`config.mk`:
```
export PLATFORM = sky130hd
export DESIGN_NAME = des_block_assembler_flat
export DESIGN_NICKNAME = d
export VERILOG_FILES = /design/src/rtl/des_block_assembler_pkg.sv /design/src/rtl/des_block_assembler_if.sv /design/src/rtl/des_block_assembler_fifo.sv /design/src/rtl/des_block_assembler.sv /design/src/flat_wrapper.sv
export SDC_FILE = /design/constraint.sdc
export NUM_CORES = 1
export LEC_CHECK = 0
export ABC_AREA = 1
export CORE_ASPECT_RATIO = 0.7
export CORE_MARGIN = 8
export CORE_UTILIZATION = 40
export DETAILED_ROUTE_END_ITERATION = 8
export DONT_BUFFER_PORTS = 1
export PLACE_DENSITY = 0.65
export SLEW_MARGIN = 10
export SYNTH_ARGS = -nofsm -noshare
export SYNTH_HDL_FRONTEND = slang
export SYNTH_SLANG_ARGS = --single-unit
```
`constraint.sdc`:
```
create_clock -name clk -period 14.2 [get_ports clk]
set_input_delay 2.13 -clock clk [delete_from_list [all_inputs] [get_ports clk]]
set_output_delay 2.13 -clock clk [all_outputs]
set_load 0.01 [all_outputs]
```
`src/rtl/des_block_assembler_pkg.sv`:
```
// Shared DES assembler definitions: block/key widths, default word width, FSM states.
// Latency: n/a (types and constants only).
// Backpressure: n/a.
package des_pkg;

  localparam int DES_BLOCK_W = 64;
  localparam int DES_KEY_W   = 64;
  localparam int DES_WORD_W  = 32;
  localparam int DES_REC_W   = DES_BLOCK_W + DES_KEY_W;

  // Word position inside the block currently being assembled.
  typedef enum logic [1:0] {
    ST_PT_HI  = 2'd0,
    ST_PT_LO  = 2'd1,
    ST_KEY_HI = 2'd2,
    ST_KEY_LO = 2'd3
  } asm_state_t;

  // Fixed word order: plaintext high, plaintext low, key high, key low, repeat.
  function automatic asm_state_t next_state(input asm_state_t s);
    case (s)
      ST_PT_HI:  return ST_PT_LO;
      ST_PT_LO:  return ST_KEY_HI;
      ST_KEY_HI: return ST_KEY_LO;
      default:   return ST_PT_HI;
    endcase
  endfunction

endpackage

```
`src/rtl/des_block_assembler_if.sv`:
```
// Bundle of the inbound word stream and the outbound {plaintext, key} block stream.
// Latency: n/a (wiring only).
// Backpressure: in_ready/out_ready valid-ready handshakes on both sides.
interface des_block_assembler_if
  import des_pkg::*;
#(
  parameter int WORD_W     = DES_WORD_W,
  parameter int FIFO_DEPTH = 2
);

  localparam int CNT_W = $clog2(FIFO_DEPTH) + 1;

  logic                   in_valid;
  logic [WORD_W-1:0]      in_data;
  logic                   in_ready;
  logic                   out_valid;
  logic                   out_ready;
  logic [DES_BLOCK_W-1:0] out_plaintext;
  logic [DES_KEY_W-1:0]   out_key;
  logic [CNT_W-1:0]       fifo_count;

  // Word producer / DES engine side.
  modport master (
    output in_valid, in_data, out_ready,
    input  in_ready, out_valid, out_plaintext, out_key, fifo_count
  );

  // Assembler side.
  modport slave (
    input  in_valid, in_data, out_ready,
    output in_ready, out_valid, out_plaintext, out_key, fifo_count
  );

endinterface

```
`src/rtl/des_block_assembler_fifo.sv`:
```
// Power-of-two circular buffer of assembled {plaintext, key} records.
// Latency: a pushed record is visible on rdata the cycle after the push edge.
// Backpressure: push ignored when full, pop ignored when empty; push+pop together keeps count.
module des_block_fifo #(
  parameter int WIDTH      = 128,
  parameter int FIFO_DEPTH = 2
) (
  input  logic                          clk,
  input  logic                          reset,
  input  logic                          push,
  input  logic                          pop,
  input  logic [WIDTH-1:0]              wdata,
  output logic [WIDTH-1:0]              rdata,
  output logic [$clog2(FIFO_DEPTH):0]   count
);

  localparam int PTR_W = $clog2(FIFO_DEPTH);
  localparam int CNT_W = PTR_W + 1;

  logic [WIDTH-1:0] mem [FIFO_DEPTH];
  logic [PTR_W-1:0] wr_ptr;
  logic [PTR_W-1:0] rd_ptr;
  logic [CNT_W-1:0] cnt;
  logic             do_push;
  logic             do_pop;

  assign do_push = push && (cnt != CNT_W'(FIFO_DEPTH));
  assign do_pop  = pop && (cnt != '0);
  assign rdata   = mem[rd_ptr];
  assign count   = cnt;

  // Storage and pointers; pointers wrap naturally since the depth is a power of two.
  always_ff @(posedge clk or posedge reset) begin
    if (reset) begin
      for (int i = 0; i < FIFO_DEPTH; i++) begin
        mem[i] <= '0;
      end
      wr_ptr <= '0;
      rd_ptr <= '0;
      cnt    <= '0;
    end else begin
      if (do_push) begin
        mem[wr_ptr] <= wdata;
        wr_ptr      <= wr_ptr + 1'b1;
      end
      if (do_pop) begin
        rd_ptr <= rd_ptr + 1'b1;
      end
      case ({do_push, do_pop})
        2'b10:   cnt <= cnt + 1'b1;
        2'b01:   cnt <= cnt - 1'b1;
        default: cnt <= cnt;
      endcase
    end
  end

endmodule

```
`src/rtl/des_block_assembler.sv`:
```
// Gathers four inbound words into a {plaintext, key} block and queues it for the DES engine.
// Latency: block visible on out_* the cycle after its last word is accepted (FIFO empty).
// Backpressure: in_ready drops only when the FIFO is full; derived from registered count.
module des_block_assembler
  import des_pkg::*;
#(
  parameter int WORD_W     = DES_WORD_W,
  parameter int FIFO_DEPTH = 2
) (
  input  logic                  clk,
  input  logic                  reset,
  des_block_assembler_if.slave  bus
);

  localparam int CNT_W = $clog2(FIFO_DEPTH) + 1;

  asm_state_t           state;
  logic [WORD_W-1:0]    pt_hi;
  logic [WORD_W-1:0]    pt_lo;
  logic [WORD_W-1:0]    key_hi;
  logic                 accept;
  logic                 push;
  logic                 pop;
  logic [DES_REC_W-1:0] wdata;
  logic [DES_REC_W-1:0] rdata;
  logic [CNT_W-1:0]     count;

  // in_ready depends only on the registered occupancy, never on out_ready.
  assign bus.in_ready  = (count < CNT_W'(FIFO_DEPTH));
  assign bus.out_valid = (count != '0);
  assign accept        = bus.in_valid && bus.in_ready;
  assign push          = accept && (state == ST_KEY_LO);
  assign pop           = bus.out_valid && bus.out_ready;

  // The final key word bypasses staging and goes straight into the record.
  assign wdata = {pt_hi, pt_lo, key_hi, bus.in_data};

  assign bus.out_plaintext = rdata[DES_REC_W-1:DES_KEY_W];
  assign bus.out_key       = rdata[DES_KEY_W-1:0];
  assign bus.fifo_count    = count;

  // Word-position FSM with staging registers; it holds whenever no word is accepted.
  always_ff @(posedge clk or posedge reset) begin
    if (reset) begin
      state  <= ST_PT_HI;
      pt_hi  <= '0;
      pt_lo  <= '0;
      key_hi <= '0;
    end else if (accept) begin
      case (state)
        ST_PT_HI:  pt_hi  <= bus.in_data;
        ST_PT_LO:  pt_lo  <= bus.in_data;
        ST_KEY_HI: key_hi <= bus.in_data;
        default:   ;
      endcase
      state <= next_state(state);
    end
  end

  des_block_fifo #(
    .WIDTH      (DES_REC_W),
    .FIFO_DEPTH (FIFO_DEPTH)
  ) u_fifo (
    .clk   (clk),
    .reset (reset),
    .push  (push),
    .pop   (pop),
    .wdata (wdata),
    .rdata (rdata),
    .count (count)
  );

endmodule

```
`src/flat_wrapper.sv`:
```
// flat-port wrapper written by rule: the top's interface ports become plain ports
module des_block_assembler_flat import des_pkg::*;
#(
  parameter int WORD_W     = DES_WORD_W,
  parameter int FIFO_DEPTH = 2
)
  (clk, reset, bus_in_valid, bus_in_data, bus_out_ready, bus_in_ready, bus_out_valid, bus_out_plaintext, bus_out_key, bus_fifo_count);
  des_block_assembler_if #(.WORD_W(WORD_W), .FIFO_DEPTH(FIFO_DEPTH)) bus_i ();
  input  logic clk;
  input  logic reset;
  input wire logic [$bits(bus_i.in_valid)-1:0] bus_in_valid;
  input wire logic [$bits(bus_i.in_data)-1:0] bus_in_data;
  input wire logic [$bits(bus_i.out_ready)-1:0] bus_out_ready;
  output wire logic [$bits(bus_i.in_ready)-1:0] bus_in_ready;
  output wire logic [$bits(bus_i.out_valid)-1:0] bus_out_valid;
  output wire logic [$bits(bus_i.out_plaintext)-1:0] bus_out_plaintext;
  output wire logic [$bits(bus_i.out_key)-1:0] bus_out_key;
  output wire logic [$bits(bus_i.fifo_count)-1:0] bus_fifo_count;
  assign bus_i.in_valid = bus_in_valid;
  assign bus_i.in_data = bus_in_data;
  assign bus_i.out_ready = bus_out_ready;
  assign bus_in_ready = bus_i.in_ready;
  assign bus_out_valid = bus_i.out_valid;
  assign bus_out_plaintext = bus_i.out_plaintext;
  assign bus_out_key = bus_i.out_key;
  assign bus_fifo_count = bus_i.fifo_count;
  des_block_assembler #(.WORD_W(WORD_W), .FIFO_DEPTH(FIFO_DEPTH)) u_core (.clk(clk), .reset(reset), .bus(bus_i));
endmodule
```
==> results.ini <==
[synthesis]
synth_common_cells=nand2_1, dfrtp_1, nand4_1, clkbuf_1, o21ai_1
synthesis.nets=1977
syn-cell-area_um2=15800
syn_area_per_cell_um2=8.16
synth_top_area_cell=dfrtp_1
synth-edff-count=0
syn_inst=1936
yosysSeqAreaShare_pct=56.7
async_reset_ff_share_pct=100
yosys.cell_types.count=15
yosysWarnings=0
ys.flop_type=dfrtp_1
synth.most_common_cell=nand2_1
synth.area.top_cells=dfrtp_1, nand2_1, nand4_1
synth_seq_cells=358
yosysTopAreaCellShare_pct=56.7

[routing]
viasPerCell=5.45
detail-route-antenna-nets=0
num_vias=13025
drt_pass1_iterations=5
wirelength_um=50500
drt-initial-drc-count=1380
drc=0
avgRoutedWirePerCell_um=21.2

[power_and_ir_drop]
p_per_area_nw_per_um2=243
power.leakage_uw=0.00913
vdd_drop_max_v=0.000113

[sta]
slew_viol_final=0
final.min_clock_period_ps=5220
fin_setup_tns_ps=0
fmax_mhz=191
setup_viol_count_final=0
fin_ws_ps=8980
relSlewSlack_pct=22.8
tightestPinTransition_ps=1150
final-hold-violation-count=0
worst_clock_skew_ps=18.1
fin_crit_sh_pct=36.8
rsz0062_at_grt=false

[placement]
io_buffers=0
pre_cts_ws_ps=9490
place_area_um2=15900
dp.cells=2326
place_hpwl_um=30400
place.gp.congestion=0.810

[floorplanning]
die_w_um=254
die-area_um2=46200
core_area_um2=39300
fp.dieH_um=182
start_util_pct=40.2
io_pins=168
rows=61

[clock_tree]
clk_latency_ps=530
clock_sinks=358
clk_path_buf_depth=3
hold_buffers=0
cts_setup_buffers=0
cts_tree=yes
path_clk_slew_ps=60
cts_made_buffers=35
root_buffer=clkbuf_16
htreeDepth=2
cts_resized=0

[layout]
nets=1869
multi_input_area_um2=6010
final_core_util_pct=43.4
seq_area_um2=8970
final_cell_area_um2=17100
syn_to_final_growth_pct=7.93
n_antenna_cell=0
fin_cells=2388
drive_gt1_share_pct=4.43
fillers=3862

[grt]
gr-total-overflow=0
grt.total_usage_pct=21.6
antenna_found_initial=3
grt_pass1_wl_um=77700
grt_pass1_vias=12283
grt_start_max_net_pins=263

[status]
outcome=finished clean

[setup_path]
path_buf_inv=2
path_max_fanout=83
cp_slowest_stage_delay_ps=780
arrival_ps=3090
critPathRequiredTime_ps=12070
crit_path_frequent_cell=nand2_1
path_cells=inv_4 -> buf_4 -> nand2_1 -> nand2_1
critPathSlowestCell=dfrtp_4
crit_path_end_kind=primary output
crit_type=flop to primary output
cp_top_family=buffers and inverters
start_kind=flop

[min_path]
hp-class=flop to flop

[flow_run]
max-cap-violations=0

-- layer usage --
metal | wire (um) | GRT usage (%)
met1 | 22800 | 31.5
met2 | 21900 | 31.1
met3 | 4490 | 5.71
met4 | 1370 | 5.99
met5 | 0 | 0
-- area by class of cell --
class | count | area share (%)
clock buffers | 52 | 6.17
clock inverters | 10 | 0.315
inverters | 43 | 1.02
multi-input cells | 1374 | 35.2
flip-flops and latches | 358 | 52.6
well taps | 535 | 3.92
repair buffers | 16 | 0.778
-- cells in the final DEF (no fill, tap or decap), drive strengths merged --
master	count
nor2	1
o21ai	98
clkbuf	52
nand2	1008
inv	43
xnor2	1
buf	16
dfrtp	358
clkinv	10
nand4	259
nand3	2
ha	5
-- worst paths after layout --
path / startpoint / endpoint / slack, ps / cells after the start
hold reg to reg: u_core.u_fifo.mem[234]$_DFFE_PP0P_ / u_core.u_fifo.mem[234]$_DFFE_PP0P_ / 470 / 2
setup / recovery: u_core.u_fifo.rd_ptr$_DFFE_PP0P_ / bus_out_key[15] / 8980 / 4
hold / removal: u_core.u_fifo.mem[234]$_DFFE_PP0P_ / u_core.u_fifo.mem[234]$_DFFE_PP0P_ / 470 / 2
setup reg to reg: u_core.u_fifo.wr_ptr$_DFFE_PP0N_ / u_core.u_fifo.mem[143]$_DFFE_PP0P_ / 10880 / 6
max in group asynchronous: reset / u_core.u_fifo.rd_ptr$_DFFE_PP0P_ / 10870 / 2
min in group asynchronous: reset / u_core.u_fifo.mem[233]$_DFFE_PP0P_ / 1630 / 1
-- power by group --
group | total (uW) | leakage, uW | internal, uW | switching [uW]
combinational | 1330 | 0.00394 | 343 | 990
clock | 921 | 0.000555 | 515 | 407
sequential | 1880 | 0.00464 | 1480 | 401
total | 4140 | 0.00913 | 2340 | 1800
-- cell families after synthesis --
group	count (synthesis)	share of synthesized area, %
xor+xnor	1	0.0554
flops	358	56.7
compound gates	98	3.10
fa+ha+maj	5	0.396
buf+inv	204	5.42
simple gates	1270	34.3
-- flip-flops by register name, summed over array words and instances, names as in the netlist --
signal / flops
u_core.key_hi: 32
u_core.pt_hi: 32
u_core.pt_lo: 32
u_core.state: 2
u_core.u_fifo.count: 2
u_core.u_fifo.mem: 256
u_core.u_fifo.rd_ptr: 1
u_core.u_fifo.wr_ptr: 1
-- through the flow --
stage	hold slack [ps]	total power (uW)
floorplan	442	2790
global placement	454	3190
detailed placement	458	3240
CTS	474	4170
global route	489	4440
finish	469	4140
-- worst reg2reg max path, delay by kind of cell (launching register included) --
| kind | cells | cell delay, ps |
|---|---|---|
| and+or+nand+nor | 3 | 460 |
| buffers and inverters | 3 | 1780 |
| DFF | 1 | 1000 |
Power figures use the tool's default switching activity.
